===== src/rtl/cpu_seq_ctrl.sv =====
// cpu_seq_ctrl: multi-cycle fetch/decode/execute/mem/wb sequencer with return stack; SEQ_STACK_GUARD_EN enables stack fault
module cpu_seq_ctrl #(
  parameter int ADDR_W = 19,
  parameter int STACK_DEPTH = 8
) (
  input  logic                             clk,
  input  logic                             rst,
  input  logic                             RegWrite,
  input  logic                             MemWrite,
  input  logic                             ResultSrc,
  input  logic                             Branch,
  input  logic                             Jump,
  input  logic                             Call,
  input  logic                             Ret,
  input  logic                             Zero,
  input  logic [ADDR_W-1:0]                pc,
  input  logic [ADDR_W-1:0]                branch_target,
  output logic                             imem_req,
  input  logic                             imem_ack,
  output logic                             dmem_req,
  output logic                             dmem_we,
  input  logic                             dmem_ack,
  output logic                             ir_en,
  output logic                             reg_we,
  output logic                             pc_en,
  output logic [ADDR_W-1:0]                pc_next,
  output logic [$clog2(STACK_DEPTH):0]     stack_cnt,
  output logic                             fault,
  output logic [2:0]                       state
);
  localparam int PW = $clog2(STACK_DEPTH);
  typedef enum logic [2:0] {S_FETCH, S_DECODE, S_EXEC, S_MEM, S_WB, S_FAULT} state_t;
  state_t state_q, state_d;
  logic run_q;
  logic fault_q, fault_d;
  logic [PW-1:0] ptr_q, ptr_d;
  logic [PW:0] cnt_q, cnt_d;
  logic [ADDR_W-1:0] stk_q [STACK_DEPTH];
  logic retire, bad, push, pop;
  logic [ADDR_W-1:0] pc_inc, top;
  assign pc_inc = pc + ADDR_W'(1);
  assign top = stk_q[ptr_q - PW'(1)];
  always_comb begin
    retire = (state_q == S_EXEC && !MemWrite && !ResultSrc && !RegWrite) ||
             (state_q == S_MEM && dmem_ack && !(ResultSrc && RegWrite)) ||
             state_q == S_WB;
`ifdef SEQ_STACK_GUARD_EN
    bad = retire && ((Call && !Ret && cnt_q == (PW+1)'(STACK_DEPTH)) || (Ret && cnt_q == '0));
`else
    bad = 1'b0;
`endif
    push = retire && !bad && Call && !Ret;
    pop = retire && !bad && Ret;
    pc_next = Ret ? top : (Call || Jump || (Branch && Zero)) ? branch_target : pc_inc;
    pc_en = retire && !bad && !rst;
    state_d = bad ? S_FAULT :
              retire ? S_FETCH :
              state_q == S_FETCH ? ((run_q && imem_ack) ? S_DECODE : S_FETCH) :
              state_q == S_DECODE ? S_EXEC :
              state_q == S_EXEC ? ((MemWrite || ResultSrc) ? S_MEM : S_WB) :
              state_q == S_MEM ? (dmem_ack ? S_WB : S_MEM) : state_q;
    ptr_d = push ? ptr_q + PW'(1) : pop ? ptr_q - PW'(1) : ptr_q;
    cnt_d = push ? (cnt_q == (PW+1)'(STACK_DEPTH) ? cnt_q : cnt_q + (PW+1)'(1)) :
            pop ? (cnt_q == '0 ? cnt_q : cnt_q - (PW+1)'(1)) : cnt_q;
    fault_d = fault_q || bad;
  end
  always_ff @(posedge clk) begin
    if (rst) begin
      state_q <= S_FETCH;
      run_q <= 1'b0;
      fault_q <= 1'b0;
      ptr_q <= '0;
      cnt_q <= '0;
    end else begin
      state_q <= state_d;
      run_q <= 1'b1;
      fault_q <= fault_d;
      ptr_q <= ptr_d;
      cnt_q <= cnt_d;
    end
  end
  always_ff @(posedge clk) begin
    if (push) stk_q[ptr_q] <= pc_inc;
  end
  assign imem_req = state_q == S_FETCH && run_q;
  assign ir_en = imem_req && imem_ack;
  assign dmem_req = state_q == S_MEM;
  assign dmem_we = dmem_req && MemWrite;
  assign reg_we = state_q == S_WB;
  assign stack_cnt = cnt_q;
  assign fault = fault_q;
  assign state = state_q;
endmodule


===== config.mk =====
export PLATFORM = sky130hd
export DESIGN_NAME = cpu_seq_ctrl
export DESIGN_NICKNAME = d
export VERILOG_FILES = /design/src/rtl/cpu_seq_ctrl.sv
export SDC_FILE = /design/constraint.sdc
export NUM_CORES = 1
export LEC_CHECK = 0
export CORE_ASPECT_RATIO = 0.9
export CORE_MARGIN = 2
export CORE_UTILIZATION = 55
export DETAILED_ROUTE_END_ITERATION = 10
export PLACE_DENSITY = 0.75
export SLEW_MARGIN = 20
export SYNTH_ARGS = -nofsm -noshare
export SYNTH_HDL_FRONTEND = slang
export SYNTH_SLANG_ARGS = --single-unit

===== constraint.sdc =====
create_clock -name clk -period 4.3 [get_ports clk]
set_input_delay 0.645 -clock clk [delete_from_list [all_inputs] [get_ports clk]]
set_output_delay 0.645 -clock clk [all_outputs]
set_load 0.03 [all_outputs]

* Word level (Yosys, flattened, before mapping) *
Memories as Yosys holds them, arrays and structs flattened.
Cells that the tools add are included.

cells by class
  add/subtract/negate cells = 5
  equal/unequal tests = 7
  multiplexer cells = 18
  reductions and logical operators = 32

operators by type and width
  operator                                                               number
  19-bit two-way mux                                                     2
  3-bit two-way mux                                                      8
  19-bit by 1-bit adder with 19-bit output, second input constant        1
  4-bit two-way mux                                                      4
  1-bit logical AND                                                      15
  3-bit by 2-bit equality test with 1-bit output, second input constant  2
  1-bit logical NOT                                                      6
  1-bit logical OR                                                       5
  4-bit by 1-bit adder with 4-bit output, second input constant          1
  4-bit equality test, second input constant                             1
  4-bit logical NOT                                                      1
  1-bit two-way mux                                                      4
  2-bit inequality test, second input constant                           2
  4-bit nonzero test                                                     1
  4-bit by 1-bit subtractor with 4-bit output, second input constant     1
  3-bit by 1-bit adder with 3-bit output, second input constant          1
  3-bit by 1-bit equality test with 1-bit output, second input constant  1
  3-bit equality test, second input constant                             1
  3-bit logical NOT                                                      1
  3-bit AND reduction                                                    1
  3-bit by 1-bit subtractor with 3-bit output, second input constant     1
  2-bit nonzero test                                                     1
  2-bit OR reduction                                                     1

word-level totals
  bits in registers = 11
  memory bits (writable) = 152
  input bits = 50
  output and inout bits = 33
  logic and storage cells = 67
  memories kept = 1

memory list
  name   words  width  rd ports  clocked after Yosys merged registers in  write ports  RTL line  RTL
  stk_q  8      19     1         0                                        1            38        logic [ADDR_W-1:0] stk_q [STACK_DEPTH];

* Longest topological paths before layout *
  word-level depth = 10
  gate-level depth with buffers = 10
  depth with buffers taken out = 10

* Least setup slack after synthesis *
OpenSTA, ideal clock, no wires.

  path type = reg2reg
  from = reg state_q[2], in the netlist state[2]
  to = mem stk_q[4][0], enable pin
  setup time = 444 ps
  data arrival time = 3,520 ps
  required time = 3,856 ps
  slack = 336 ps
  stages on the path, launching flop included = 5
  path buffers = 0
  clock period less this slack = 3,964 ps
  cells stage by stage = dfxtp_1 > nor3b_2 > o21bai_2 > nand2_1 > nor4_1

between the ends
  elaborated cells on any way between the ends = 14
  classes of those cells = 3 x eq/ne; 2 x mux; 9 x reduce/logical

RTL lines
  element                                  RTL line  RTL
  start: declaration                       33        state_t state_q, state_d;
  start signal: assignment                 75        state_q <= state_d;
  3-bit equality test                      --
  net reg_we                               24        output logic reg_we,
  1-bit logical OR                         45        (state_q == S_MEM && dmem_ack && !(ResultSrc && RegWrite)) ||
  1-bit logical AND (2 in series)          52        push = retire && !bad && Call && !Ret;
  1-bit two-way mux                        83        if (push) stk_q[ptr_q] <= pc_inc;
  1-bit two-way mux (not written as such)  83
  end: declaration                         38

The timed path passes the listed nets, and every way through them passes these cells.

* Worst setup path in the final report *
  from = reg ptr_q[1]
  to = out pc_next[3]

between the ends
  word-level cells in the longest chain between the ends = 3

ends and longest elaborated chain
  element                                      RTL line  RTL
  start: declaration                           36        logic [PW-1:0] ptr_q, ptr_d;
  start signal: assignment                     78        ptr_q <= ptr_d;
  3-bit by 1-bit subtractor with 3-bit output  42        assign top = stk_q[ptr_q - PW'(1)];
  memory read 8 x 19 bit                       --
  19-bit two-way mux                           54        pc_next = Ret ? top : (Call || Jump || (Branch && Zero)) ? branch_target : pc_inc;
  end: declaration                             26        output logic [ADDR_W-1:0] pc_next,

No other way between the ends.

==> impl_summary.md <==
Setup path
In this run the critical register-to-register path is captured at stack_cnt[3]. The beginning of the worst register-to-register path is state[0]. The number of cell instances on the worst register-to-register path is 11. Together, buffers and inverters on the worst path number 3. The required time of the critical path is 3.65 ns. The slowest stage of the critical path belongs to the cell ha_1.

The critical path goes through inv_1 > ha_1 > buf_4 > mux4_2 > mux2_2 > nand2_1 > o21ai_1 > clkdlybuf4s50_1. The category of the critical setup timing path is flip-flop to primary output. The largest delay contributor family on the critical path is buffers and inverters. For this run, the slowest stage of the critical path takes 0.74 ns.

The type of destination of the critical path is a primary output. Across all register-to-register paths, the minimum setup slack is 1.54 ns. The critical path data arrival time is 3.40 ns.

Of all nets on the critical path, the largest fanout is 14. The startpoint type of the worst setup path is a flip-flop.

Synthesis
After synthesis, the netlist uses 49 different library cells. By count the netlist is led by edfxtp_1 (152), mux4_2 (38), nand2_1 (25). The count of mapped cells out of synthesis is 439.

The synthesized netlist occupies a cell area of 7263 µm². The number of flip-flops and latches in the synthesized netlist is 163. The most common cell in the synthesized netlist is edfxtp_1. Yosys printed 0 warnings.

A synthesized cell averages 16.54 µm². For this run, the register share of the synthesized area comes to 65.87%. The leading register cell type out of synthesis is edfxtp_1. The share of async-settable or async-resettable flops after synthesis is 0%. Synthesis produced a netlist with a net count of 495. The synthesized design spends more area on one cell type than any other, namely edfxtp_1.

By area the synthesized netlist is led by edfxtp_1 (63%), mux4_2 (12%), dfxtp_1 (3.0%). The count of flip-flops with a built-in enable after synthesis is 152. The top-area cell type share of the netlist area is 62.84%.

Power and ir drop
Combinational cells account for 10.9% of the total power. The internal power component is 2.833 mW. Of the total power, registers draw 48.0%. The analysis attributes to net switching a power of 0.8122 mW. The worst vdd rail ir drop is 0.3063 mV.

The design draws 3.645 mW. In this run, the clock network consumes 41.0% of the power. The switching share of power is 22.28%. Dividing total power by cell area gives a power density of 402.4 nW/µm². For this design the static power due to leakage is 3.006 nW.

Floorplanning
The number of top-level pins is 83. From left edge to right edge, the die measures 125.1 µm. The starting density of the core is 56.81%. The die covers 14140 µm².

The number of core rows is 39. In this run the standard cell core region covers 12780 µm². The chip height is 113.0 µm.

Layout
The total inserted antenna cells is 0. The share of layout cells above drive strength 1 is 24.16%. The area growth from synthesis to layout is 24.72%. The net count of the finished layout is 606.

Clock tree
The tree built by TritonCTS fans out to 163 sinks. The post-CTS setup buffer count is 0. The buffer cell driving the clock tree root is clkbuf_16. Counting the buffers created by CTS gives 17. The number of instances resized during post-cts repair is 0.

The CTS tree is built. The quantity of hold-fixing buffers added after cts is 0. The clock latency at the later pin of the worst-skew pair is 0.42 ns. After clock tree synthesis, the clock-pin slew on the worst setup and hold paths is 0.06 ns. The maximum count of clock buffers along a single path is 2. The H-tree was split into 4 levels.

Routing
After the first detailed-routing iteration, the DRC count stood at 471. The via count is 4407. The number of iterations in the first detailed-routing pass is 5.

The number of routed nets with antenna violations is 0. For this run, design rule violations remaining after detail routing come to 0. In the final routed layout, each cell accounts on average for 22.17 µm. Using the TritonRoute via totals, the vias-per-cell ratio works out to 6.062. The routed wire length is 16.12 mm.

STA
Subtracting the final worst setup slack from the clock period gives 4.048 ns. Between clock sinks in the finished design, the worst skew comes to 0.01213 ns. The worst path meets setup with 0.2523 ns of slack. The headroom to the max-slew limit is 42.12%. The count of pins over their slew limit came to 0. The count of endpoints failing setup in the final report is 0. The maximum clock frequency is 247.1 MHz. Setup repair after global routing left no endpoint under its margin.

The worst-margin pin slew is 0.8681 ns. The final cycle utilization of the critical path is 94.13%. The final hold violation count is 0. The total negative slack is 0 ns.

Run
The number of maximum-capacitance constraint violations is 0.

Placement
At the end of routability-driven placement, the weighted congestion stood at 0.7777. The half-perimeter wire length after placement is 9.997 mm. Port buffering added 81 buffers. The worst setup slack after placement is 0.2280 ns.

GRT
In the global route stage, overall resource usage came out at 24.09%. Entering global routing, the biggest net connects 48 pins. The initial antenna violation count is 0. The number of global-route vias before repair is 4515. The total grt overflow is 0. The first global-routing pass estimated 25.24 mm of wire.

Status
The run finished with clean final reports.

Worst hold path
In this run the most critical hold path is launched from stack_cnt[2]. Along the worst hold path, the cell count comes to 2. For hold timing, the worst endpoint is stack_cnt[2]. In this run the worst hold path is classified as flip-flop to flip-flop.
[cell families after synthesis]
logic type | share of synthesized area [%]
flops | 65.87
simple gates | 6.839
mux | 16.69
compound gates | 4.479
buf+inv | 2.377
xor+xnor | 2.550
fa+ha+maj | 1.137
other cells | 0.05163
[worst register-to-register path: cells and delay by family, from the launching register on]
kind,cells,cell delay (ns)
buf+inv,1,0.18
flops,1,0.50
simple gates,2,0.23
fa+ha+maj,1,0.25
mux,2,0.44
compound gates,5,1.05
[cell usage in the layout (no fill, tap or decap), drive strengths merged, types with 2 or more instances in the layout]
cell             n
clkinv           3
clkbuf          21
a311o            5
ha               5
a211oi           5
edfxtp         152
buf             36
xnor2            9
nor2b            4
mux2i           21
xor2            10
nor3             9
nor2            19
a21o             2
a22oi            2
inv             13
nor4             6
clkinvlp         4
nand4            4
mux4            38
mux2            13
a21oi           11
or3              2
bufinv           2
nand2           25
nand3           12
o21ai           20
clkdlybuf4s50   78
dfxtp           11
nor3b            6
and3             4
[how the worst max path moves through the flow]
stage                         from          end  slack, ns  cells past startpoint
after floorplan           state[2]  stk_q[4][0]       0.34                      4
after global placement       pc[0]  pc_next[14]       0.39                      8
after detailed placement     pc[2]  pc_next[17]       0.23                      7
after CTS                    pc[2]  pc_next[17]       0.22                      7
after global routing      ptr_q[1]   pc_next[4]       0.08                      8
final                     ptr_q[1]   pc_next[3]       0.25                      8
[per-stage QoR]
| step | hold WS, ns | instance area (µm²) | utilization (%) | cells |
|---|---|---|---|---|
| 3_3_place_gp | 0.5052 | 8462 | 66.19 | 695 |
| 3_5_place_dp | 0.5195 | 8462 | 66.19 | 695 |
| 6_report | 0.5313 | 9059 | 70.86 | 727 |
| 2_1_floorplan | 0.5172 | 7263 | - | 439 |
| 5_1_grt | 0.5736 | 9059 | 70.86 | 727 |
| 4_1_cts | 0.5303 | 9059 | 70.86 | 727 |
[sequential cells by signal, summed over array words and instances (netlist names)]
signal     flops
stack_cnt      4
stk_q        152
state          3
ptr_q          3
run_q          1
[metal layers]
layer	up-vias	share of wire (%)	track usage [%]
li1	1967	-	-
met1	2206	42	33.82
met2	218	49	38.51
met3	16	7.7	5.485
met4	0	1.0	7.185
met5	-	0	0
[area by class of cell]
class                           count  area, µm²
Timing Repair Buffer              114       1076
Inverter                           11      41.29
Sequential cell                   163       4786
Tap cell                          164      205.2
Clock buffer                       21      470.5
Fill cell                         808       3726
Multi-Input combinational cell    243       2354
Clock inverter                     11      126.4
[power by group through the flow]
stage	logic [mW]	registers, mW	clock network (mW)
6_report	0.399	1.75	1.50
4_1_cts	0.402	1.75	1.51
2_1_floorplan	0.231	1.79	0
5_1_grt	0.428	1.75	1.58
3_5_place_dp	0.398	1.78	0
3_3_place_gp	0.390	1.78	0
Power figures use the tool's default switching activity.
